## src/rtl/seg_scan_display.sv

```systemverilog
`default_nettype none
// +--------------------------------------------------------------------------+
// | seg_scan_display : 4-digit multiplexed 7-segment driver for BCD MM:SS.    |
// | Optional macro SEG_SCAN_BLINK_EN blinks the display once expired.        |
// | Revision: 1.0                                                             |
// +--------------------------------------------------------------------------+
module seg_scan_display #(
  parameter int SCAN_DIV  = 100000,
  parameter int BLINK_DIV = 50000000
) (
  input  logic        clk,
  input  logic        rst,
  input  logic        start,
  input  logic [16:1] timer,
  output logic [3:0]  an,
  output logic [6:0]  seg,
  output logic        dp
);

  localparam int SW = (SCAN_DIV > 1) ? $clog2(SCAN_DIV) : 1;
  localparam logic [SW-1:0] SCAN_LAST = SW'(SCAN_DIV - 1);

  logic [SW-1:0] scan_cnt_q, scan_cnt_d;
  logic [1:0]    idx_q, idx_d;
  logic [16:1]   snap_q, snap_d;
  logic [3:0]    an_q, an_d;
  logic [6:0]    seg_q, seg_d;
  logic          dp_q, dp_d;
  logic          scan_wrap;
  logic [3:0]    nib;
  logic          expired;
  logic          blank;

  assign expired = start && (snap_q == 16'h0000);

`ifdef SEG_SCAN_BLINK_EN
  localparam int BW = (BLINK_DIV > 1) ? $clog2(BLINK_DIV) : 1;
  localparam logic [BW-1:0] BLINK_LAST = BW'(BLINK_DIV - 1);

  logic [BW-1:0] blink_cnt_q, blink_cnt_d;
  logic          blink_phase_q, blink_phase_d;

  // Leaving expiry clears the blink state so the next expiry starts visible.
  always_comb begin
    blink_cnt_d   = '0;
    blink_phase_d = 1'b0;
    if (expired) begin
      if (blink_cnt_q == BLINK_LAST) begin
        blink_cnt_d   = '0;
        blink_phase_d = ~blink_phase_q;
      end else begin
        blink_cnt_d   = blink_cnt_q + BW'(1);
        blink_phase_d = blink_phase_q;
      end
    end
  end

  always_ff @(posedge clk or posedge rst) begin
    if (rst) begin
      blink_cnt_q   <= '0;
      blink_phase_q <= 1'b0;
    end else begin
      blink_cnt_q   <= blink_cnt_d;
      blink_phase_q <= blink_phase_d;
    end
  end

  assign blank = expired && blink_phase_q;
`else
  localparam int unused_blink_div = BLINK_DIV;
  logic unused_expired;
  assign unused_expired = expired;
  assign blank          = 1'b0;
`endif

  always_comb begin
    scan_wrap  = (scan_cnt_q == SCAN_LAST);
    scan_cnt_d = scan_wrap ? '0 : scan_cnt_q + SW'(1);
    idx_d      = scan_wrap ? idx_q + 2'd1 : idx_q;
    // Snapshot only at the frame boundary so a frame never mixes two values.
    snap_d     = (scan_wrap && (idx_q == 2'd3)) ? timer : snap_q;
  end

  always_comb begin
    case (idx_q)
      2'd0:    nib = snap_q[4:1];
      2'd1:    nib = snap_q[8:5];
      2'd2:    nib = snap_q[12:9];
      default: nib = snap_q[16:13];
    endcase
  end

  always_comb begin
    case (nib)
      4'd0:    seg_d = 7'b1000000;
      4'd1:    seg_d = 7'b1111001;
      4'd2:    seg_d = 7'b0100100;
      4'd3:    seg_d = 7'b0110000;
      4'd4:    seg_d = 7'b0011001;
      4'd5:    seg_d = 7'b0010010;
      4'd6:    seg_d = 7'b0000010;
      4'd7:    seg_d = 7'b1111000;
      4'd8:    seg_d = 7'b0000000;
      4'd9:    seg_d = 7'b0010000;
      default: seg_d = 7'b0111111;
    endcase
  end

  always_comb begin
    an_d        = 4'b1111;
    an_d[idx_q] = 1'b0;
    if (blank) begin
      an_d = 4'b1111;
    end
    dp_d = (idx_q != 2'd2) || blank;
  end

  always_ff @(posedge clk or posedge rst) begin
    if (rst) begin
      scan_cnt_q <= '0;
      idx_q      <= 2'd0;
      snap_q     <= 16'h0000;
      an_q       <= 4'b1111;
      seg_q      <= 7'b1111111;
      dp_q       <= 1'b1;
    end else begin
      scan_cnt_q <= scan_cnt_d;
      idx_q      <= idx_d;
      snap_q     <= snap_d;
      an_q       <= an_d;
      seg_q      <= seg_d;
      dp_q       <= dp_d;
    end
  end

  assign an  = an_q;
  assign seg = seg_q;
  assign dp  = dp_q;

endmodule
`default_nettype wire

```

## config.mk

```make
export PLATFORM = sky130hd
export DESIGN_NAME = seg_scan_display
export DESIGN_NICKNAME = d
export VERILOG_FILES = /design/src/rtl/seg_scan_display.sv
export SDC_FILE = /design/constraint.sdc
export NUM_CORES = 1
export LEC_CHECK = 0
export ABC_AREA = 1
export CORE_ASPECT_RATIO = 1.2
export CORE_MARGIN = 4
export CORE_UTILIZATION = 50
export DETAILED_ROUTE_END_ITERATION = 12
export PLACE_DENSITY = 0.73
export SLEW_MARGIN = 0
export SYNTH_ARGS = -nofsm -noshare
export SYNTH_HDL_FRONTEND = slang
export SYNTH_SLANG_ARGS = --single-unit
```

## constraint.sdc

```tcl
create_clock -name clk -period 2 [get_ports clk]
set_input_delay 0.6 -clock clk [delete_from_list [all_inputs] [get_ports clk]]
set_output_delay 0.6 -clock clk [all_outputs]
set_load 0.02 [all_outputs]
```

Word level (Yosys, flattened, before mapping)
Memories as Yosys holds them, arrays and structs flattened. A register that Yosys moved wholly into a read port is not among the register bits.
Index checks and enable logic that the tools add are counted.
- logic and storage cells: 23
- register bits: 40
- bits of input ports: 19
- output and inout bits: 12
- memories: 1
- memory bits (writable): 0
- bits in latches: 0
- ROM bits: 112
- memory list (memory ; words ; width ; rd ports ; clocked after Yosys merged registers in ; write ports ; RTL line ; RTL):
    (no name shown) ; 16 ; 7 ; 1 ; 1 ; 0 ; 94 ; case (nib)
- div/mod/pow operators: 0
- reductions and logical operators: 3
- shifts and indexed selects: 0
- add/sub/neg operators: 2
- multipliers: 0
- $lt $le $gt $ge: 2
- multiplexer cells: 4
- eq/ne operators: 5
- bitwise logic cells: 1
- operators by type and width (cell ; number):
    $add A17 B1 Y17 const B ; 1
    $eq A17 B17 Y1 const B ; 1
    $mux W17 ; 1
    $pmux W4 S3 ; 1
    $eq A2 B2 Y1 const B ; 2
    $not A4 Y4 ; 1
    $lt A2 B3 Y1 const B ; 1
    $add A2 B1 Y2 const B ; 1
    $demux W1 S2 ; 1
    $eq A2 B1 Y1 const B ; 1
    $ge A2 B1 Y1 const B ; 1
    $logic_and A1 B1 Y1 ; 2
    $logic_not A2 Y1 ; 1
    $ne A2 B2 Y1 const B ; 1
    $mux W1 ; 1

Depth between registers and ports, before layout
- depth in word-level cells: 5
- depth in mapped cells: 13
- gate-level depth less buffers: 13

Worst setup path after synthesis
No wires, ideal clock.
- path kind: reg2reg
- start point: register idx_q[0]
- end point: register seg_q[3] (netlist: seg[3])
- arrival: 1.670 ns
- clock period less this slack: 1.731 ns
- cell stages (with the launch flop): 14
- path slack: 0.269 ns
- path through: dfrtp_1 -> inv_1 -> ha_1 -> nand2_1 -> nand2_1 -> nor2_1 -> nor2_1 -> inv_1 -> ha_1 -> inv_1 -> nand2_1 -> nand2_1 -> nand2_1 -> nand2_1
- word-level cells in the longest chain between the ends: 2
- elaborated cells between the ends (all ways): 4
- RTL lines (element ; RTL line ; RTL):
    start, declared ; 24 ; logic [1:0] idx_q, idx_d;
    start signal, assigned ; 128 ; idx_q <= idx_d;
    $eq A2 B2 Y1 (tied with other cells) ; 85 ; case (idx_q)
    $pmux W4 S3 (*) ; 85 ;
    end, declared ; 27 ; logic [6:0] seg_q, seg_d;
Mark *: on every way between the ends. The rest lies on a longest branch, timed or not.
A chain may end at the register's enable or synchronous reset.

Final worst setup path
Ends and elaborated chain as after synthesis.

==> flow_summary.ini <==
[outcome]
outcome = complete, no violations

[critical_path]
critical_path_depth = 13
path_cells = inv_1 > ha_2 > nand2_1 > nand2_1 > nor2_1 > nor2_2 > inv_1 > ha_1 > inv_1 > nand2_1 > nand2_1 > nand2_1 > nand2_1
crit_type = flip-flop to flip-flop
slowest_delay_ns = 0.45
crit_path_end_kind = flip-flop
arrival_ns = 2.01
path_delay_family = simple AND/OR/NAND/NOR gates
startpoint_type = flip-flop
worstPathMaxFanout = 5
reg2regPathDepth = 13
path_buf_inv = 3
slowest_stage = dfrtp_2
crit_required_ns = 2.24
cp_common_cell = nand2_1
r2r_setup_slack_ns = 0.23

[timing]
setup_tns_ns = 0
max_freq_mhz = 566
rsz0062_at_grt = false
setup_violations = 0
fin_crit_ns = 1.77
slew_headroom_pct = 73.9
slew_violations = 0
fin_ws_ns = 0.233
clock_skew_ns = 0.0169
hold_viol = 0
period_share_pct = 88.4
worst_slew_pin_slew_ns = 0.392

[clock_network]
cts_sinks = 46
root_buffer = clkbuf_8
cts_setup_buffers = 0
clockBufferDepth = 2
hold_buffers = 0
cts_buffers = 5
htreeDepth = 2
cts_tree = yes
cts.clk_slew.worst_paths_ns = 0.08
insertion_delay_ns = 0.30

[synthesis]
synthFlopType = dfrtp_1
yosysWarnings = 0
yosysSeqAreaShare_pct = 49.1
synth_nets = 316
synth_edf_count = 0
synth_cell_type_count = 29
ys_ff_latch = 46
avgSynthCellArea_um2 = 8.24
synth_cells = 288
syn_area_um2 = 2370
async_flop_share_pct = 100

[grt]
antenna_found_initial = 0
grt_max_degree = 47
grt_pass1_wl_um = 8440
grt_pass1_vias = 1973
overflow = 0
grtUsageTotal_pct = 17.7

[placed_design]
dp_slack_ns = 0.140
dp_hpwl_um = 3430
gp_congestion = 0.915
port_buffers = 29
dpl_cell_area_um2 = 2750
dp.cells = 375

[route]
wl_per_cell_um = 12.2
drc = 0
num_vias = 1898
routed_wl_um = 4680
ant_nets = 0
firstDrtPassIters = 4
viasPerCell = 4.96
drt_iter0_markers = 119

[floorplanning]
die_y_um = 83.5
rows = 27
dieWidth_um = 70.9
die-area_um2 = 5920
core_um2 = 4590
initial_core_util_pct = 51.7
io_pins = 31

[power]
ir_drop_uv = 520
power_density_nw_per_um2 = 540
p_leak_nw = 1.35

[cells_and_area]
layout.nets = 352
drive_gt1_share_pct = 12.9
antennaDiodeCount = 0
final_area_um2 = 2830
final_cells = 383
area_delta_synth_final_pct = 19.3

[hold_path]
hp-class = flip-flop to flip-flop
hold_depth = 1

[job]
max-cap-violations = 0
## path summary, 6_finish.rpt
kind | startpoint | end
worst max-delay path | idx_q[0] | seg[3]
worst min-delay path | scan_cnt_q[0] | scan_cnt_q[0]
worst max register to register | idx_q[0] | seg[3]
worst min register to register | scan_cnt_q[0] | scan_cnt_q[0]
max in group asynchronous | rst | an[3]
min in group asynchronous | rst | snap_q[16]
## registers in the layout, summed over array words and instances, names as in the netlist
| register | cells |
|---|---|
| scan_cnt_q | 17 |
| snap_q | 16 |
| seg | 7 |
| an | 4 |
| idx_q | 2 |
## cells in the mapped netlist (2+ instances only)
master / n / area (µm²)
nor3_1: 4 / 20.0
xor2_1: 7 / 61.3
nand3_1: 10 / 50.1
inv_1: 34 / 128
nor2_2: 2 / 12.5
nand4_1: 19 / 119
ha_1: 9 / 113
nand2_1: 97 / 364
nor2_1: 29 / 109
buf_4: 3 / 22.5
buf_2: 2 / 10.0
dfrtp_1: 35 / 876
dfstp_2: 11 / 289
nand2_2: 3 / 18.8
o21ai_0: 8 / 40.0
xnor2_1: 2 / 17.5
## through the flow
step,hold slack [ns],util (%),total power (W)
detailed placement,0.462,59.9,0.00101
floorplan,0.433,-,0.000961
global route,0.503,61.7,0.00160
global placement,0.445,59.9,0.00101
CTS,0.476,61.4,0.00156
finish,0.465,61.7,0.00153
## where the power goes
| part | total [W] | switching [W] | internal, W |
|---|---|---|---|
| Clock | 0.000543 | 0.000300 | 0.000242 |
| Combinational | 0.0000569 | 0.0000238 | 0.0000331 |
| Sequential | 0.000930 | 0 | 0.000930 |
| Total | 0.00153 | 0.000324 | 0.00121 |
## layer usage
metal | GRT usage, % | vias to the layer above | share of wire (%)
li1 | - | 975 | -
met1 | 20.1 | 878 | 42
met2 | 31.3 | 38 | 52
met3 | 3.86 | 7 | 3.8
met4 | 8.03 | 0 | 2.1
met5 | 0 | - | 0
## placed cells by master (no fill, tap or decap), drive strengths merged
| cell | n |
|---|---|
| nand2 | 100 |
| dfrtp | 35 |
| inv | 34 |
| nor2 | 32 |
| nand4 | 19 |
| clkdlybuf4s50 | 17 |
| dlygate4sd2 | 12 |
| dfstp | 11 |
| nand3 | 11 |
| o21ai | 9 |
| ha | 9 |
| xor2 | 7 |
| buf | 7 |
| clkbuf | 6 |
| nor3 | 6 |
| clkinv | 3 |
| xnor2 | 2 |
| o21bai | 1 |
| or2 | 1 |
| nand3b | 1 |
| o22ai | 1 |
| a21oi | 1 |
## layout make-up
class,instances,area [µm²]
clock inverter,2,10.0
timing repair buffer,36,340
clock buffer,6,72.6
sequential,46,1170
inverter,35,131
fill,432,1760
multi-input combinational,200,1040
tap,58,72.6
## logic make-up after synthesis
| kind of cell | share of synthesized area [%] |
|---|---|
| and+or+nand+nor | 32.5 |
| DFF | 49.1 |
| buffers and inverters | 7.54 |
| AOI/OAI and AO/OA | 2.85 |
| xor gates and xnor gates | 3.32 |
| adders and majority gates | 4.74 |
## repair_timing
| action | in CTS | in global routing |
|---|---|---|
| gates resized for setup | 12 | 5 |
| gates cloned | 0 | 0 |
| endpoints found under the setup margin | 12 | 2 |
Note: power is estimated with default switching activity, not from simulation.
